## src/rtl/mips16_hazard_sched.sv

```systemverilog
// RAW interlock, branch-flush and HLT-drain sequencer for the 5-stage MIPS16 pipe; outputs are
// combinational from registered EX/MEM/WB dest slots plus id_ir (zero latency); stall holds PC and IF/ID.
module mips16_hazard_sched #(
    parameter bit WB_BYPASS = 1'b1,
    parameter int CNT_W     = 16
) (
    input  logic             clk1,
    input  logic             reset,
    input  logic             id_valid,
    input  logic [15:0]      id_ir,
    input  logic             ex_taken_br,
    output logic             stall,
    output logic             bubble,
    output logic             flush,
    output logic             halted,
    output logic [CNT_W-1:0] stall_cycles
);
    typedef enum logic [1:0] {S_RUN, S_DRAIN, S_HALT} state_t;

    typedef struct packed {
        logic       v;
        logic [2:0] rd;
    } slot_t;

    state_t     state_q, state_d;
    slot_t      ex_q, mem_q, wb_q, ex_d;
    logic [CNT_W-1:0] cnt_q, cnt_d;

    logic [3:0] op;
    logic [2:0] rs, rt, rd, dst;
    logic       rd_rs, rd_rt, dst_v, is_hlt, hazard;
    logic       unused_imm;

    assign op         = id_ir[15:12];
    assign rs         = id_ir[11:9];
    assign rt         = id_ir[8:6];
    assign rd         = id_ir[5:3];
    assign unused_imm = ^id_ir[2:0];
    assign is_hlt     = (op == 4'hF);

    always_comb begin
        rd_rs = 1'b0;
        rd_rt = 1'b0;
        dst_v = 1'b0;
        dst   = rt;
        case (op)
            4'h0, 4'h8, 4'h9, 4'hA: begin
                rd_rs = 1'b1;
                dst_v = 1'b1;
            end
            4'h1, 4'h2, 4'h3, 4'h4, 4'h5, 4'h6, 4'h7: begin
                rd_rs = 1'b1;
                rd_rt = 1'b1;
                dst_v = 1'b1;
                dst   = rd;
            end
            4'hB: begin
                rd_rs = 1'b1;
                rd_rt = 1'b1;
            end
            4'hC, 4'hD: rd_rs = 1'b1;
            default: ;
        endcase
        // R0 is hardwired, so a write to it never needs tracking
        if (dst == 3'd0) dst_v = 1'b0;
    end

    function automatic logic src_hz(input logic [2:0] r, input slot_t e, input slot_t m,
                                    input slot_t w);
        logic h;
        h = (e.v && e.rd == r) || (m.v && m.rd == r) || (!WB_BYPASS && w.v && w.rd == r);
        return (r != 3'd0) && h;
    endfunction

    assign hazard = id_valid && ((rd_rs && src_hz(rs, ex_q, mem_q, wb_q)) ||
                                 (rd_rt && src_hz(rt, ex_q, mem_q, wb_q)));

    always_comb begin
        state_d = state_q;
        ex_d    = '0;
        cnt_d   = cnt_q;
        stall   = 1'b0;
        bubble  = 1'b0;
        flush   = 1'b0;
        halted  = 1'b0;
        if (reset) begin
            state_d = S_RUN;
            cnt_d   = '0;
        end else begin
            case (state_q)
                S_RUN: begin
                    if (ex_taken_br) begin
                        flush  = 1'b1;
                        bubble = 1'b1;
                    end else if (!id_valid) begin
                        bubble = 1'b1;
                    end else if (hazard) begin
                        stall  = 1'b1;
                        bubble = 1'b1;
                        cnt_d  = (&cnt_q) ? cnt_q : cnt_q + 1'b1;
                    end else if (is_hlt) begin
                        state_d = S_DRAIN;
                    end else begin
                        ex_d = dst_v ? slot_t'{v: 1'b1, rd: dst} : '0;
                    end
                end
                S_DRAIN: begin
                    stall  = 1'b1;
                    bubble = 1'b1;
                    // EX is already empty here; once MEM is empty the edge leaves all three clear
                    if (!ex_q.v && !mem_q.v) state_d = S_HALT;
                end
                S_HALT: begin
                    halted = 1'b1;
                    stall  = 1'b1;
                    bubble = 1'b1;
                end
                default: state_d = S_RUN;
            endcase
        end
    end

    assign stall_cycles = reset ? '0 : cnt_q;

    always_ff @(posedge clk1) begin
        if (reset) begin
            state_q <= S_RUN;
            ex_q    <= '0;
            mem_q   <= '0;
            wb_q    <= '0;
            cnt_q   <= '0;
        end else begin
            state_q <= state_d;
            ex_q    <= ex_d;
            mem_q   <= ex_q;
            wb_q    <= mem_q;
            cnt_q   <= cnt_d;
        end
    end
endmodule

```

## config.mk

```make
export PLATFORM = sky130hd
export DESIGN_NAME = mips16_hazard_sched
export DESIGN_NICKNAME = d
export VERILOG_FILES = /design/src/rtl/mips16_hazard_sched.sv
export SDC_FILE = /design/constraint.sdc
export NUM_CORES = 1
export LEC_CHECK = 0
export BUFFER_PORTS_ARGS = -buffer_cell sky130_fd_sc_hd__buf_4
export CELL_PAD_IN_SITES_DETAIL_PLACEMENT = 2
export CELL_PAD_IN_SITES_GLOBAL_PLACEMENT = 2
export CORE_MARGIN = 10
export CORE_UTILIZATION = 30
export CTS_CLUSTER_SIZE = 8
export DETAILED_ROUTE_END_ITERATION = 8
export HOLD_SLACK_MARGIN = 0.06
export PLACE_DENSITY_LB_ADDON = 0.1
export REMOVE_ABC_BUFFERS = 1
export SLEW_MARGIN = 5
export SYNTH_ARGS = -nofsm -noshare
export SYNTH_HDL_FRONTEND = slang
export SYNTH_SLANG_ARGS = --single-unit
```

## constraint.sdc

```tcl
create_clock -name clk1 -period 2.5 [get_ports clk1]
set_input_delay 0.125 -clock clk1 [delete_from_list [all_inputs] [get_ports clk1]]
set_output_delay 0.125 -clock clk1 [all_outputs]
set_load 0.03 [all_outputs]
```

==> out/metrics.csv <==
stage,metric,value,unit
cts,cts_tree,built,
final_layout,fin_nets,262,
timing,drv_slew,0,
global_routing,antenna_found_initial,0,
setup_path,cp.required,2.72,ns
global_routing,grt_usage,0.1219,
status,status,"finished, final reports clean",
timing,max_freq,0.4321,GHz
timing,skew,0.001443,ns
synth,synthAdderAreaFrac,0.03852,
cts,cts_buffers,3,
synth,synthMuxAreaShare,0.1009,
pwr,p_total,759.0,uW
timing,fin_crit_sh,0.9257,
timing,period_minus_slack,2.314,ns
routing,route.detailed.drc,0,
synth,synth_compound_area_frac,0.09322,
synth,synth_seq_cells,26,
setup_path,r2r_cells,9,
synth,synth.avg_cell_area,8.244,um^2
synth,synthSimpleGateAreaFrac,0.3490,
floorplan,ios,40,
setup_path,timing.rr.start,state_q[0],
min_path,holdPathEnd,ex_q[0],
floorplan,core_area,0.005172,mm^2
setup_path,reg2reg_slack,0.19,ns
global_routing,grt-ovfl-total,0,
cts,clk_path_buf_depth,2,
synth,yosysWarnings,0,
global_routing,grt_max_degree,41,
timing,setup-violations-final,0,
synth,yosys.cell_types.count,37,
final_layout,drive_gt1_frac,0.2468,
final_layout,syn_to_final_growth,26.66,%
setup_path,startpoint_type,flip-flop,
routing,vias_per_cell,5.111,
timing,grt_setup_unrepaired,no,
routing,postRouteAntennaNets,0,
synth,synth_top_area_cell,dfxtp_1,
synth,synth.most_common_cell,nor2_1,
global_routing,grt_pass1_vias,1713,
pwr,p_leak,0.8234,nW
timing,slew_headroom,0.6415,
synth,ys.flop_type,dfxtp_1,
final_layout,regArea,520.5,um^2
floorplan,die_w,93.58,um
synth,yosysSeqAreaShare,0.3205,
setup_path,r2r-end,cnt_q[13],
final_layout,fill_cells,591,
synth,synth_top_family_by_area,simple AND/OR/NAND/NOR gates,
synth,synth_edf_count,0,
min_path,hp-class,input pin to flip-flop,
final_layout,final_core_utilization,0.3977,
timing,worst_pin_slew,0.5336,ns
min_path,min_path_cells,3,
synth,syn_area,0.001624,mm^2
floorplan,dieArea,0.008756,mm^2
setup_path,cp_max_fo,13,
cts,htreeDepth,1,
timing,hold_ws,0.1074,ns
floorplan,die_h,93.58,um
timing,hold_viol_final,0,
cts,cts_sinks,26,
floorplan,initial_core_util,0.3140,
routing,vias,1559,
cts,clock_latency,0.27,ns
min_path,hold_start,id_ir[3],
final_layout,diodes,0,
synth,async_flop_share,0,
routing,avgRoutedWirePerCell,17.03,um
job,cap_violations,0,
setup_path,worstSetupPathType,flip-flop to flip-flop,
floorplan,row_count,26,
placement,port_buffers,36,
cts,cts_setup_buffers,0,
setup_path,endpoint_kind,flip-flop,
cts,clk_pin_slew,0.09,ns
routing,drtIter0Drc,21,
synth,synth.area.top_cells,"dfxtp_1, nor2b_1, nor2_1",
cts,cts-root-buf,clkbuf_8,
synth,synth_top_area_share,0.3205,
placement,gp_congestion,0.7482,
final_layout,multiInputGateArea,0.001070,mm^2
global_routing,grt_pass1_wl,8749,um
synth,yosys.area_share.xor_xnor,0.06471,
routing,wirelength,5194,um
synth,synthTopCellsByCount,"nor2_1, dfxtp_1, nor2b_1",
routing,drtPass1Iterations,3,
pwr,ir_worst_vdd,0.0001588,V
setup_path,cp.arrival,2.53,ns
synth,synthCells,197,
placement,dp_hpwl,4198,um
pwr,powerDensity,369.0,mW/mm^2
[power by group]
part / switching (mW) / internal, mW
sequential: 0.00364 / 0.417
combinational: 0.0524 / 0.0448
clock: 0.133 / 0.108
[how the worst max path moves through the flow]
stage,startpoint,to,slack (ns),depth (start not counted)
global route,state_q[1],cnt_q[5],0.03,8
global placement,state_q[0],cnt_q[13],0.13,9
CTS,state_q[0],cnt_q[13],0.0002,9
detailed placement,state_q[0],cnt_q[13],0.03,9
finish,state_q[0],cnt_q[13],0.19,9
floorplan,ex_q[1],bubble,-0.09,5
[stage by stage]
stage	instances	setup TNS, ns	setup slack [ns]	area [um^2]
after floorplan	191	-0.08570	-0.08570	1600
after global placement	302	0	0.1273	1996
after detailed placement	302	0	0.02834	1996
after CTS	305	0	0.0002367	2037
after global routing	305	0	0.02953	2057
final	305	0	0.1858	2057
[worst max-delay path, stage by stage (launching register included)]
cell and delay [ns]:
dfxtp_1 0.36, inv_1 0.09, ha_1 0.20, inv_2 0.05
or2_1 0.28, a2111oi_4 0.43, nor2_4 0.14, buf_4 0.19
or4_1 0.46, nand2_1 0.07
[flip-flops by register name, indices dropped and copies added (netlist names)]
register  cells
state_q       2
ex_q          4
mem_q         4
cnt_q        16
[cell families (layout without fill, tap and decap cells)]
group | count (synthesis) | in the layout
AND/OR/NAND/NOR | 105 | 105
flip-flops | 26 | 26
XOR/XNOR | 12 | 12
multiplexers | 15 | 15
buffers and inverters | 14 | 52
AO/OA/AOI/OAI | 20 | 20
adder cells (fa/ha/maj) | 5 | 5
[what timing repair did]
action | in CTS | in global routing
setup endpoints to repair | 0 | 12
hold buffers | 0 | 0
gates resized for setup | 0 | 3
[placed cells by master (no fill, tap or decap), types with 2 or more instances in the layout]
cell type and instances:
nand3_1 8, nand2_1 9, clkbuf_8 3, nor4_2 2, o221a_2 2, mux2_2 5, a21oi_1 4, o21ai_0 6
dfxtp_1 26, and2_1 2, or3_1 2, mux2_1 6, xnor2_1 12, buf_4 41, nor3_1 9, nand2b_1 2
nor2b_1 22, and3_1 2, nand4_1 11, inv_1 7, nor2_1 28, ha_1 5, or4_1 3, mux2i_1 4
[layer usage]
| metal | up-vias | part of all wire | global-route usage | routed length (um) |
|---|---|---|---|---|
| met5 | - | 0 | 0 | 0 |
| met3 | 2 | 0.030 | 0.02398 | 154 |
| li1 | 772 | - | - | - |
| met2 | 17 | 0.51 | 0.2169 | 2633 |
| met4 | 0 | 0.0044 | 0.03038 | 23 |
| met1 | 768 | 0.46 | 0.1458 | 2382 |
[final cells by class]
class | instances | share of cell area
clock buffers | 3 | 0.02007
flip-flops and latches | 26 | 0.2530
inverters | 8 | 0.01460
well taps | 70 | 0.04258
multi-input cells | 157 | 0.5201
repair buffers | 41 | 0.1496
(Power assumes the default switching activity.)
